===== src/rtl/p18_pkg.sv =====
// ============================================================================
// Module      : p18_pkg
// Description : Shared types and defaults for the block-state arbiter slice.
// Revision    : 1.0 - initial release
// ============================================================================
`default_nettype none

package p18_pkg;

  localparam int NUM_ROWS   = 15;
  localparam int LINE_WIDTH = 13;
  localparam int FIFO_DEPTH = 2;

  typedef struct packed {
    logic                  wr;
    logic                  sh;
    logic [LINE_WIDTH-1:0] data;
  } host_op_t;

  typedef enum logic [1:0] {
    IDLE    = 2'd0,
    ISSUE   = 2'd1,
    REALIGN = 2'd2
  } arb_state_t;

endpackage

`default_nettype wire


===== src/rtl/p18_op_fifo.sv =====
// ============================================================================
// Module      : p18_op_fifo
// Description : Small synchronous FIFO for queued host ops, with flush.
// Revision    : 1.0 - initial release
// ============================================================================
`default_nettype none

module p18_op_fifo #(
  parameter int WIDTH = 15,
  parameter int DEPTH = 2
) (
  input  logic             clk,
  input  logic             nRst,
  input  logic             i_flush,
  input  logic             i_push,
  input  logic             i_pop,
  input  logic [WIDTH-1:0] i_wdata,
  output logic [WIDTH-1:0] o_rdata,
  output logic             o_full,
  output logic             o_empty,
  output logic             o_last
);

  localparam int PW = (DEPTH > 1) ? $clog2(DEPTH) : 1;
  localparam int CW = $clog2(DEPTH + 1);

  logic [WIDTH-1:0] r_mem [DEPTH];
  logic [PW-1:0]    r_wr_ptr;
  logic [PW-1:0]    r_rd_ptr;
  logic [CW-1:0]    r_count;
  logic             w_do_push;
  logic             w_do_pop;

  assign o_full  = (r_count == CW'(DEPTH));
  assign o_empty = (r_count == '0);
  assign o_last  = (r_count == CW'(1));
  assign o_rdata = r_mem[r_rd_ptr];

  // A pop frees the slot in the same cycle, so a full FIFO still accepts.
  assign w_do_pop  = i_pop & ~o_empty & ~i_flush;
  assign w_do_push = i_push & (~o_full | w_do_pop) & ~i_flush;

  always_ff @(posedge clk) begin
    if (w_do_push) begin
      r_mem[r_wr_ptr] <= i_wdata;
    end
  end

  always_ff @(posedge clk or negedge nRst) begin
    if (!nRst) begin
      r_wr_ptr <= '0;
      r_rd_ptr <= '0;
      r_count  <= '0;
    end else if (i_flush) begin
      r_wr_ptr <= '0;
      r_rd_ptr <= '0;
      r_count  <= '0;
    end else begin
      if (w_do_push) begin
        r_wr_ptr <= r_wr_ptr + PW'(1);
      end
      if (w_do_pop) begin
        r_rd_ptr <= r_rd_ptr + PW'(1);
      end
      case ({w_do_push, w_do_pop})
        2'b10:   r_count <= r_count + CW'(1);
        2'b01:   r_count <= r_count - CW'(1);
        default: r_count <= r_count;
      endcase
    end
  end

endmodule

`default_nettype wire


===== src/rtl/p18_block_state_arbiter.sv =====
// ============================================================================
// Module      : p18_block_state_arbiter
// Description : Shares block-state storage between video and queued host ops.
// Revision    : 1.0 - initial release
// ============================================================================
`default_nettype none

module p18_block_state_arbiter #(
  parameter int NUM_ROWS   = p18_pkg::NUM_ROWS,
  parameter int LINE_WIDTH = p18_pkg::LINE_WIDTH,
  parameter int FIFO_DEPTH = p18_pkg::FIFO_DEPTH
) (
  input  logic                        clk,
  input  logic                        nRst,
  input  logic                        vactive,
  input  logic                        reset_state,
  input  logic                        vid_next_line,
  input  logic                        vid_write_line,
  input  logic [LINE_WIDTH-1:0]       vid_new_line,
  input  logic                        spi_start,
  input  logic                        spi_write_line,
  input  logic                        spi_shift_line,
  input  logic [LINE_WIDTH-1:0]       spi_new_line,
  output logic                        st_next_line,
  output logic                        st_write_line,
  output logic [LINE_WIDTH-1:0]       st_new_line,
  output logic                        spi_busy,
  output logic                        spi_overflow,
  output logic [$clog2(NUM_ROWS)-1:0] head_row
);

  import p18_pkg::*;

  localparam int              HW         = $clog2(NUM_ROWS);
  localparam int              OW         = $bits(host_op_t);
  localparam logic [HW-1:0]   c_last_row = HW'(NUM_ROWS - 1);

  arb_state_t    r_state;
  arb_state_t    w_state_nxt;
  logic [HW-1:0] r_head_row;
  logic          r_overflow;

  host_op_t      w_push_op;
  host_op_t      w_head_op;
  logic [OW-1:0] w_fifo_rdata;
  logic          w_fifo_push;
  logic          w_fifo_full;
  logic          w_fifo_empty;
  logic          w_fifo_last;

  logic          w_window;
  logic          w_vid_req;
  logic          w_host_ok;
  logic          w_issue;
  logic          w_realign;
  logic          w_drop;

  assign w_push_op   = {spi_write_line, spi_shift_line, spi_new_line};
  assign w_fifo_push = (spi_write_line | spi_shift_line) & ~reset_state;
  assign w_head_op   = host_op_t'(w_fifo_rdata);

  assign w_window  = ~vactive;
  assign w_vid_req = vid_next_line | vid_write_line;
  assign w_host_ok = w_window & ~w_vid_req & ~reset_state;

  p18_op_fifo #(
    .WIDTH (OW),
    .DEPTH (FIFO_DEPTH)
  ) u_op_fifo (
    .clk     (clk),
    .nRst    (nRst),
    .i_flush (reset_state),
    .i_push  (w_fifo_push),
    .i_pop   (w_issue),
    .i_wdata (w_push_op),
    .o_rdata (w_fifo_rdata),
    .o_full  (w_fifo_full),
    .o_empty (w_fifo_empty),
    .o_last  (w_fifo_last)
  );

  always_ff @(posedge clk or negedge nRst) begin
    if (!nRst) begin
      r_state <= IDLE;
    end else begin
      r_state <= w_state_nxt;
    end
  end

  // IDLE acts in the same cycle the window opens, so no open cycle is wasted.
  always_comb begin
    w_state_nxt = r_state;
    w_issue     = 1'b0;
    w_realign   = 1'b0;
    case (r_state)
      IDLE: begin
        if (w_window && !reset_state) begin
          if (!w_fifo_empty) begin
            w_issue     = w_host_ok;
            w_state_nxt = (w_issue && w_fifo_last && !w_fifo_push) ? IDLE : ISSUE;
          end else if (r_head_row != '0) begin
            w_realign   = w_host_ok;
            w_state_nxt = (w_realign && r_head_row == c_last_row) ? IDLE : REALIGN;
          end
        end
      end
      ISSUE: begin
        if (!w_window || w_fifo_empty) begin
          w_state_nxt = IDLE;
        end else begin
          w_issue = w_host_ok;
          if (w_issue && w_fifo_last && !w_fifo_push) begin
            w_state_nxt = IDLE;
          end
        end
      end
      REALIGN: begin
        if (!w_window || r_head_row == '0) begin
          w_state_nxt = IDLE;
        end else begin
          w_realign = w_host_ok;
          if (w_realign && r_head_row == c_last_row) begin
            w_state_nxt = IDLE;
          end
        end
      end
      default: w_state_nxt = IDLE;
    endcase
    if (reset_state) begin
      w_state_nxt = IDLE;
    end
  end

  always_comb begin
    st_next_line  = 1'b0;
    st_write_line = 1'b0;
    st_new_line   = '0;
    if (!nRst) begin
      st_next_line = 1'b0;
    end else if (w_vid_req) begin
      st_next_line  = vid_next_line;
      st_write_line = vid_write_line;
      st_new_line   = vid_new_line;
    end else if (w_issue) begin
      st_next_line  = w_head_op.sh;
      st_write_line = w_head_op.wr;
      st_new_line   = w_head_op.data;
    end else if (w_realign) begin
      st_next_line = 1'b1;
    end
  end

  always_ff @(posedge clk or negedge nRst) begin
    if (!nRst) begin
      r_head_row <= '0;
    end else if (reset_state) begin
      r_head_row <= '0;
    end else if (st_next_line) begin
      r_head_row <= (r_head_row == c_last_row) ? '0 : r_head_row + HW'(1);
    end
  end

  assign w_drop = w_fifo_push & w_fifo_full & ~w_issue;

  // An overflow in the same cycle as spi_start wins, so the drop is never hidden.
  always_ff @(posedge clk or negedge nRst) begin
    if (!nRst) begin
      r_overflow <= 1'b0;
    end else if (w_drop) begin
      r_overflow <= 1'b1;
    end else if (spi_start) begin
      r_overflow <= 1'b0;
    end
  end

  assign spi_busy     = ~w_fifo_empty | (r_state != IDLE);
  assign spi_overflow = r_overflow;
  assign head_row     = r_head_row;

endmodule

`default_nettype wire


===== config.mk =====
export PLATFORM = sky130hd
export DESIGN_NAME = p18_block_state_arbiter
export DESIGN_NICKNAME = d
export VERILOG_FILES = /design/src/rtl/p18_pkg.sv /design/src/rtl/p18_op_fifo.sv /design/src/rtl/p18_block_state_arbiter.sv
export SDC_FILE = /design/constraint.sdc
export NUM_CORES = 1
export LEC_CHECK = 0
export CORE_AREA = 4 4 72 74
export DETAILED_ROUTE_END_ITERATION = 12
export DIE_AREA = 0 0 76 78
export PLACE_DENSITY = 0.81
export SLEW_MARGIN = 40
export SYNTH_ARGS = -nofsm -noshare
export SYNTH_HDL_FRONTEND = slang
export SYNTH_SLANG_ARGS = --single-unit

===== constraint.sdc =====
create_clock -name clk -period 4.64 [get_ports clk]
set_input_delay 0.464 -clock clk [delete_from_list [all_inputs] [get_ports clk]]
set_output_delay 0.464 -clock clk [all_outputs]
set_load 0.01 [all_outputs]

* After elaboration in Yosys (flattened, before gate mapping) *
Memories as Yosys holds them, arrays and structs flattened.
Cells that the tools add are included.

operators by class
  bitwise operators = 19
  mux-type cells = 43
  reduce and logical (&&, ||, !) cells = 19
  add/subtract/negate cells = 5
  equality and inequality tests = 11

operator list
  kind                   count
  $mux W13               3
  $mux W1                23
  $mux W2                10
  $mux W4                3
  $ne A4 B4 Y1 const B   3
  $reduce_bool A2 Y1     5
  $and A1 B1 Y1          9
  $eq A2 B1 Y1 const B   3
  $eq A2 B2 Y1 const B   3
  $not A1 Y1             6
  $pmux W2 S3            1
  $add A4 B1 Y4 const B  1
  $eq A4 B4 Y1 const B   1
  $logic_and A1 B1 Y1    4
  $logic_not A2 Y1       2
  $logic_not A4 Y1       1
  $or A1 B1 Y1           4
  $pmux W1 S2            2
  $pmux W2 S2            1
  $reduce_and A4 Y1      1
  $reduce_bool A4 Y1     1
  $ne A3 B3 Y1 const B   1
  $reduce_bool A3 Y1     1
  $add A1 B1 Y1 const B  2
  other kinds (4)        6

word-level totals
  memories = 1
  bits in writable memories = 30
  output and inout port bits = 21
  flip-flop bits (word level) = 11
  word-level logic and storage cells = 104
  input port bits = 35

memories
  memory           words  bits a word  rd ports  clocked after Yosys merged registers in  wr ports  RTL line           source
  u_op_fifo.r_mem  2      15           1         0                                        1         p18_op_fifo.sv:27  logic [WIDTH-1:0] r_mem [DEPTH];

* Longest topological paths before layout *
  depth in word-level cells = 15
  mapped depth = 6

* Modules after synthesis *
Synthesis repeated with hierarchy kept, for this count alone.

second synthesis, totals
  cells, all modules = 167
  area, all modules = 2104.5 sq um

by module, submodules not included
  module                   times used  cells each  area each (sq um)
  p18_op_fifo              1           77          1380.1
  p18_block_state_arbiter  1           90          724.4

* Worst setup path after synthesis *
Ideal clock, no wire load.

  path type = register -> register
  start = register u_op_fifo.r_count[0]
  end = memory u_op_fifo.r_mem[0][0] (enable)
  stages on the path, launching flop included = 6
  data required time = 4.234 ns
  setup time = 0.406 ns
  buffers on the path = 0
  clock period less this slack = 2.662 ns
  slack = 1.978 ns
  arrival time = 2.256 ns
  cell sequence = dfrtp_1 -> inv_1 -> ha_1 -> nor4_4 -> a21boi_2 -> nor3_1

on the way
  cells in the longest elaborated chain, start to end = 11
  elaborated cells on any way between the ends = 16
  those cells by class = 1 x eq/ne; 6 x mux; 7 x bitwise; 2 x reduce/logical

RTL lines
  item                                           RTL line                                                       source
  from (decl)                                    p18_op_fifo.sv:30                                              logic [CW-1:0] r_count;
  from (signal assigned)                         p18_op_fifo.sv:66                                              2'b10: r_count <= r_count + CW'(1);
  from (signal assigned)                         p18_op_fifo.sv:67                                              2'b01: r_count <= r_count - CW'(1);
  from (signal assigned)                         p18_op_fifo.sv:68                                              default: r_count <= r_count;
  $logic_not A2 Y1                               p18_op_fifo.sv:35                                              assign o_empty = (r_count == '0);
  $mux W1 or $logic_or A1 B1 Y1 (tied branches)  p18_block_state_arbiter.sv:98, p18_block_state_arbiter.sv:108
  $mux W1, on equally long branches              p18_block_state_arbiter.sv:97, p18_block_state_arbiter.sv:108
  $pmux W1 S2                                    p18_block_state_arbiter.sv:95                                  case (r_state)
  $and A1 B1 Y1 (2 in series)                    p18_op_fifo.sv:40                                              assign w_do_pop = i_pop & ~o_empty & ~i_flush;
  $or A1 B1 Y1 (*)                               p18_op_fifo.sv:41                                              assign w_do_push = i_push & (~o_full | w_do_pop) & ~i_flush;
  $and A1 B1 Y1 (*) (2 in series)                p18_op_fifo.sv:41
  $mux W1 (*)                                    p18_op_fifo.sv:44                                              if (w_do_push) begin
  $mux W1 (not written as such) (*)              p18_op_fifo.sv:45                                              r_mem[r_wr_ptr] <= i_wdata;
  to (decl)                                      p18_op_fifo.sv:27

Every way passes the cells marked *; elsewhere a longest branch is shown, timed or not.

* Final worst setup path *
  start = input port reset_state
  end = output port st_new_line[3]

on the way
  cells in the longest elaborated chain, start to end = 8
  elaborated cells on any way between the ends = 11
  those cells by class = 7 x mux; 2 x bitwise; 2 x reduce/logical

RTL lines
  item             RTL line                        source
  from (decl)      p18_block_state_arbiter.sv:16   input logic reset_state,
  $not A1 Y1       p18_block_state_arbiter.sv:64   assign w_host_ok = w_window & ~w_vid_req & ~reset_state;
  $and A1 B1 Y1    p18_block_state_arbiter.sv:64
  $mux W1          p18_block_state_arbiter.sv:98   if (!w_fifo_empty) begin
  $mux W1          p18_block_state_arbiter.sv:97   if (w_window && !reset_state) begin
  $pmux W1 S2 (*)  p18_block_state_arbiter.sv:95
  $mux W13 (*)     p18_block_state_arbiter.sv:144  end else if (w_issue) begin
  $mux W13 (*)     p18_block_state_arbiter.sv:140  end else if (w_vid_req) begin
  $mux W13 (*)     p18_block_state_arbiter.sv:138  if (!nRst) begin
  to (decl)        p18_block_state_arbiter.sv:26   output logic [LINE_WIDTH-1:0] st_new_line,

Marked as above.

==> run_results.csv <==
group,metric,value,unit
worst_setup_path,worstPathMaxFanout,18,
global_routing,grt_antenna_before_repair,0,
finish,flow.area_growth_from_synthesis,34.2,%
route,drt_first_iter_violations,143,
power_and_ir_drop,vdd_ir_drop_max,0.158,mV
sta,timing.final.hold_violations,0,
finish,final_design_area_no_fill,0.00283,mm2
power_and_ir_drop,power_frac_seq,0.505,
sta,post-route-min-period,3.22,ns
job,number_of_max_cap_violations,0,
clock_network,ctsHoldBuffers,0,
route,drc,0,
clock_network,tritoncts.num_buffers,5,
clock_network,cts_post_setup_buffers_inserted,0,
power_and_ir_drop,comb_power_share,0.174,
yosys,synth.ff_latch_count,41,
sta,worstMarginPinSlew,0.743,ns
yosys,avgSynthCellArea,11.7,um2
yosys,yosys.area.top_type_share,0.428,
min_path,min-delay-path-class,"in -> async",
sta,setup_viol,0,
sta,timing.final.crit_share,0.693,
worst_setup_path,critPathArrivalTime,2.75,ns
yosys,synthCells,180,
clock_network,cts.sink_count,41,
global_routing,grt_start_max_net_pins,19,
floorplanning,std_cell_rows,25,
floorplanning,number_of_primary_i_o_pins,56,
place,pre_cts_ws,1.11,ns
floorplanning,dieArea,0.00593,mm2
global_routing,first_global_vias,1570,
floorplanning,die_height,78,um
yosys,synth.distinct_cells,37,
finish,post_layout_net_count,277,
power_and_ir_drop,switchingPower,0.000195,W
floorplanning,core,0.00460,mm2
yosys,synth-edff-count,30,
clock_network,cts-resized-gates,0,
yosys,synthArstFlopShare,0.268,
global_routing,global_route.usage.total,0.155,
worst_setup_path,timing.critical_path.from_type,"input port",
worst_setup_path,crit_required,4.18,ns
yosys,synth_area,0.00211,mm2
worst_setup_path,critical-path-slowest-cell,"clkdlybuf4s50_1",
yosys,cell_taking_the_most_area_after_synthesis,"edfxtp_1",
worst_setup_path,cpPeakStageDelay,0.71,ns
yosys,netlist_top_cells_count,"edfxtp_1, nand2_1, a21boi_0, mux2_2, nand3_1",
clock_network,cts-root-buf,"clkbuf_8",
sta,max_slew_margin,0.503,
worst_setup_path,cp-end-kind,"output pin",
yosys,synth_fp_nets,221,
route,detail_route.vias_per_cell,5.47,
sta,final_slew_viol_count,0,
yosys,most_area_consuming_cells_after_synthesis,"edfxtp_1, dfrtp_1, mux2_2, a21boi_0, ha_1",
floorplanning,die_width,76,um
sta,finalWorstSetupSlack,1.42,ns
place,post_dp_hpwl,3370,um
worst_setup_path,critical_path.cell_chain,"clkdlybuf4s50_1, nor4_4, buf_4, nand3_1, a21boi_0, clkdlybuf4s50_1",
finish,drive_above_1_share,0.131,
global_routing,grt.overflow.total,0,
clock_network,worst_skew_pair_later_pin_latency,0.29,ns
power_and_ir_drop,power_report.internal_total,0.000656,W
sta,max_clock_freq,311,MHz
floorplanning,initial_core_util,0.458,
clock_network,clk_transition_reported_paths,0.07,ns
power_and_ir_drop,power.density,301,mW/mm2
place,placed_cell_area,0.00271,mm2
route,vias,1593,
yosys,most_used_flip_flop_cell_after_synthesis,"edfxtp_1",
finish,final_util,0.615,
yosys,synth_seq_area_share,0.559,
run_status,run_status,"finished, final reports clean",
place,gp_congestion,0.825,
route,dr.pass1.iters,5,
route,routed_wire_length_per_instance,15.8,um
yosys,post-synth-top-count-cell,"edfxtp_1",
clock_network,htree_num_levels,2,
sta,timing.setup.tns,0,ns
power_and_ir_drop,p_leak,1.03,nW
route,antenna_violating_nets_post_route,0,
finish,num_antenna_cells,0,
clock_network,tritoncts,"yes",
clock_network,cts_max_path_buffers,2,
route,drt-total-wl,4590,um
yosys,synthesis.yosys.warnings,0,
global_routing,grt_first_pass_wirelength,7270,um
sta,worst_clock_skew,0.00331,ns
worst_setup_path,path_common_cell,"clkdlybuf4s50_1",
power_and_ir_drop,power.clock.fraction,0.321,
worst_setup_path,criticalPathCategory,"in -> out",
place,port_buffers,55,
sta,rsz0062_at_grt,"no",
power_and_ir_drop,power.share.switching,0.229,
## path summary, 6_finish.rpt
check | to | slack, ns | from | depth (start not counted)
worst min register to register | spi_overflow$_DFFE_PN0P_ | 0.54 | spi_overflow$_DFFE_PN0P_ | 2
max in group asynchronous | u_op_fifo.r_wr_ptr$_DFFE_PN0P_ | 3.54 | nRst | 2
worst min-delay path | u_op_fifo.r_count[1]$_DFFE_PN0P_ | 0.52 | nRst | 1
min in group clk | spi_overflow$_DFFE_PN0P_ | 0.54 | spi_overflow$_DFFE_PN0P_ | 2
worst max-delay path | st_new_line[3] | 1.42 | reset_state | 6
worst max register to register | u_op_fifo.r_mem[1][11]$_DFFE_PP_ | 2.03 | u_op_fifo.r_count[0]$_DFFE_PN0P_ | 6
## layout by cell type, fill, tap and decap left out, drive strengths merged, types with 7 or more instances in the layout
master / count
clkdlybuf4s50: 55
nand2: 18
mux2: 13
nand3: 13
edfxtp: 30
a21boi: 14
dfrtp: 11
nor2: 9
inv: 7
## worst max-delay path, delay by kind of cell
family	cells	cell delay, ns
and+or+nand+nor	2	0.57
AOI/OAI and AO/OA	1	0.18
buffers and inverters	3	1.53
## state kept, by name, indices dropped and copies added (netlist names)
name and cells:
u_op_fifo.r_rd_ptr 1, u_op_fifo.r_mem 30, head_row 4, u_op_fifo.r_wr_ptr 1
spi_overflow 1, r_state 2, u_op_fifo.r_count 2
## per-layer routing
metal	part of all wire	global-route usage
met2	0.54	0.278
met4	0.013	0.0641
met3	0.043	0.0348
met5	0	0
met1	0.41	0.176
## power groups by stage
stage	registers [W]	logic, W	clock network (W)
3_5_place_dp	0.000437	0.000146	0
3_3_place_gp	0.000436	0.000142	0
6_report	0.000430	0.000148	0.000273
2_1_floorplan	0.000434	0.0000729	0
4_1_cts	0.000430	0.000148	0.000279
5_1_grt	0.000432	0.000160	0.000294
## final cells by class
cell class                      instances  area (um2)
Clock buffer                            6        72.6
Clock inverter                          2        33.8
Timing Repair Buffer                   58         573
Fill cell                             359        1770
Sequential cell                        41        1180
Inverter                                7        26.3
Tap cell                               54        67.6
Multi-Input combinational cell        123         877
## per-stage QoR
| stage | power [W] | instances | hold WS (ns) |
|---|---|---|---|
| after floorplan | 0.000507 | 180 | 0.168 |
| after global placement | 0.000578 | 282 | 0.520 |
| after detailed placement | 0.000584 | 282 | 0.538 |
| after CTS | 0.000856 | 290 | 0.526 |
| after global routing | 0.000886 | 291 | 0.548 |
| final | 0.000850 | 291 | 0.523 |
## cell families after synthesis
family,synth area share
fa+ha+maj,0.0356
simple gates,0.154
xor+xnor,0.00416
compound gates,0.124
flops,0.559
mux,0.0933
buf+inv,0.0303
Power figures use the tool's default switching activity.
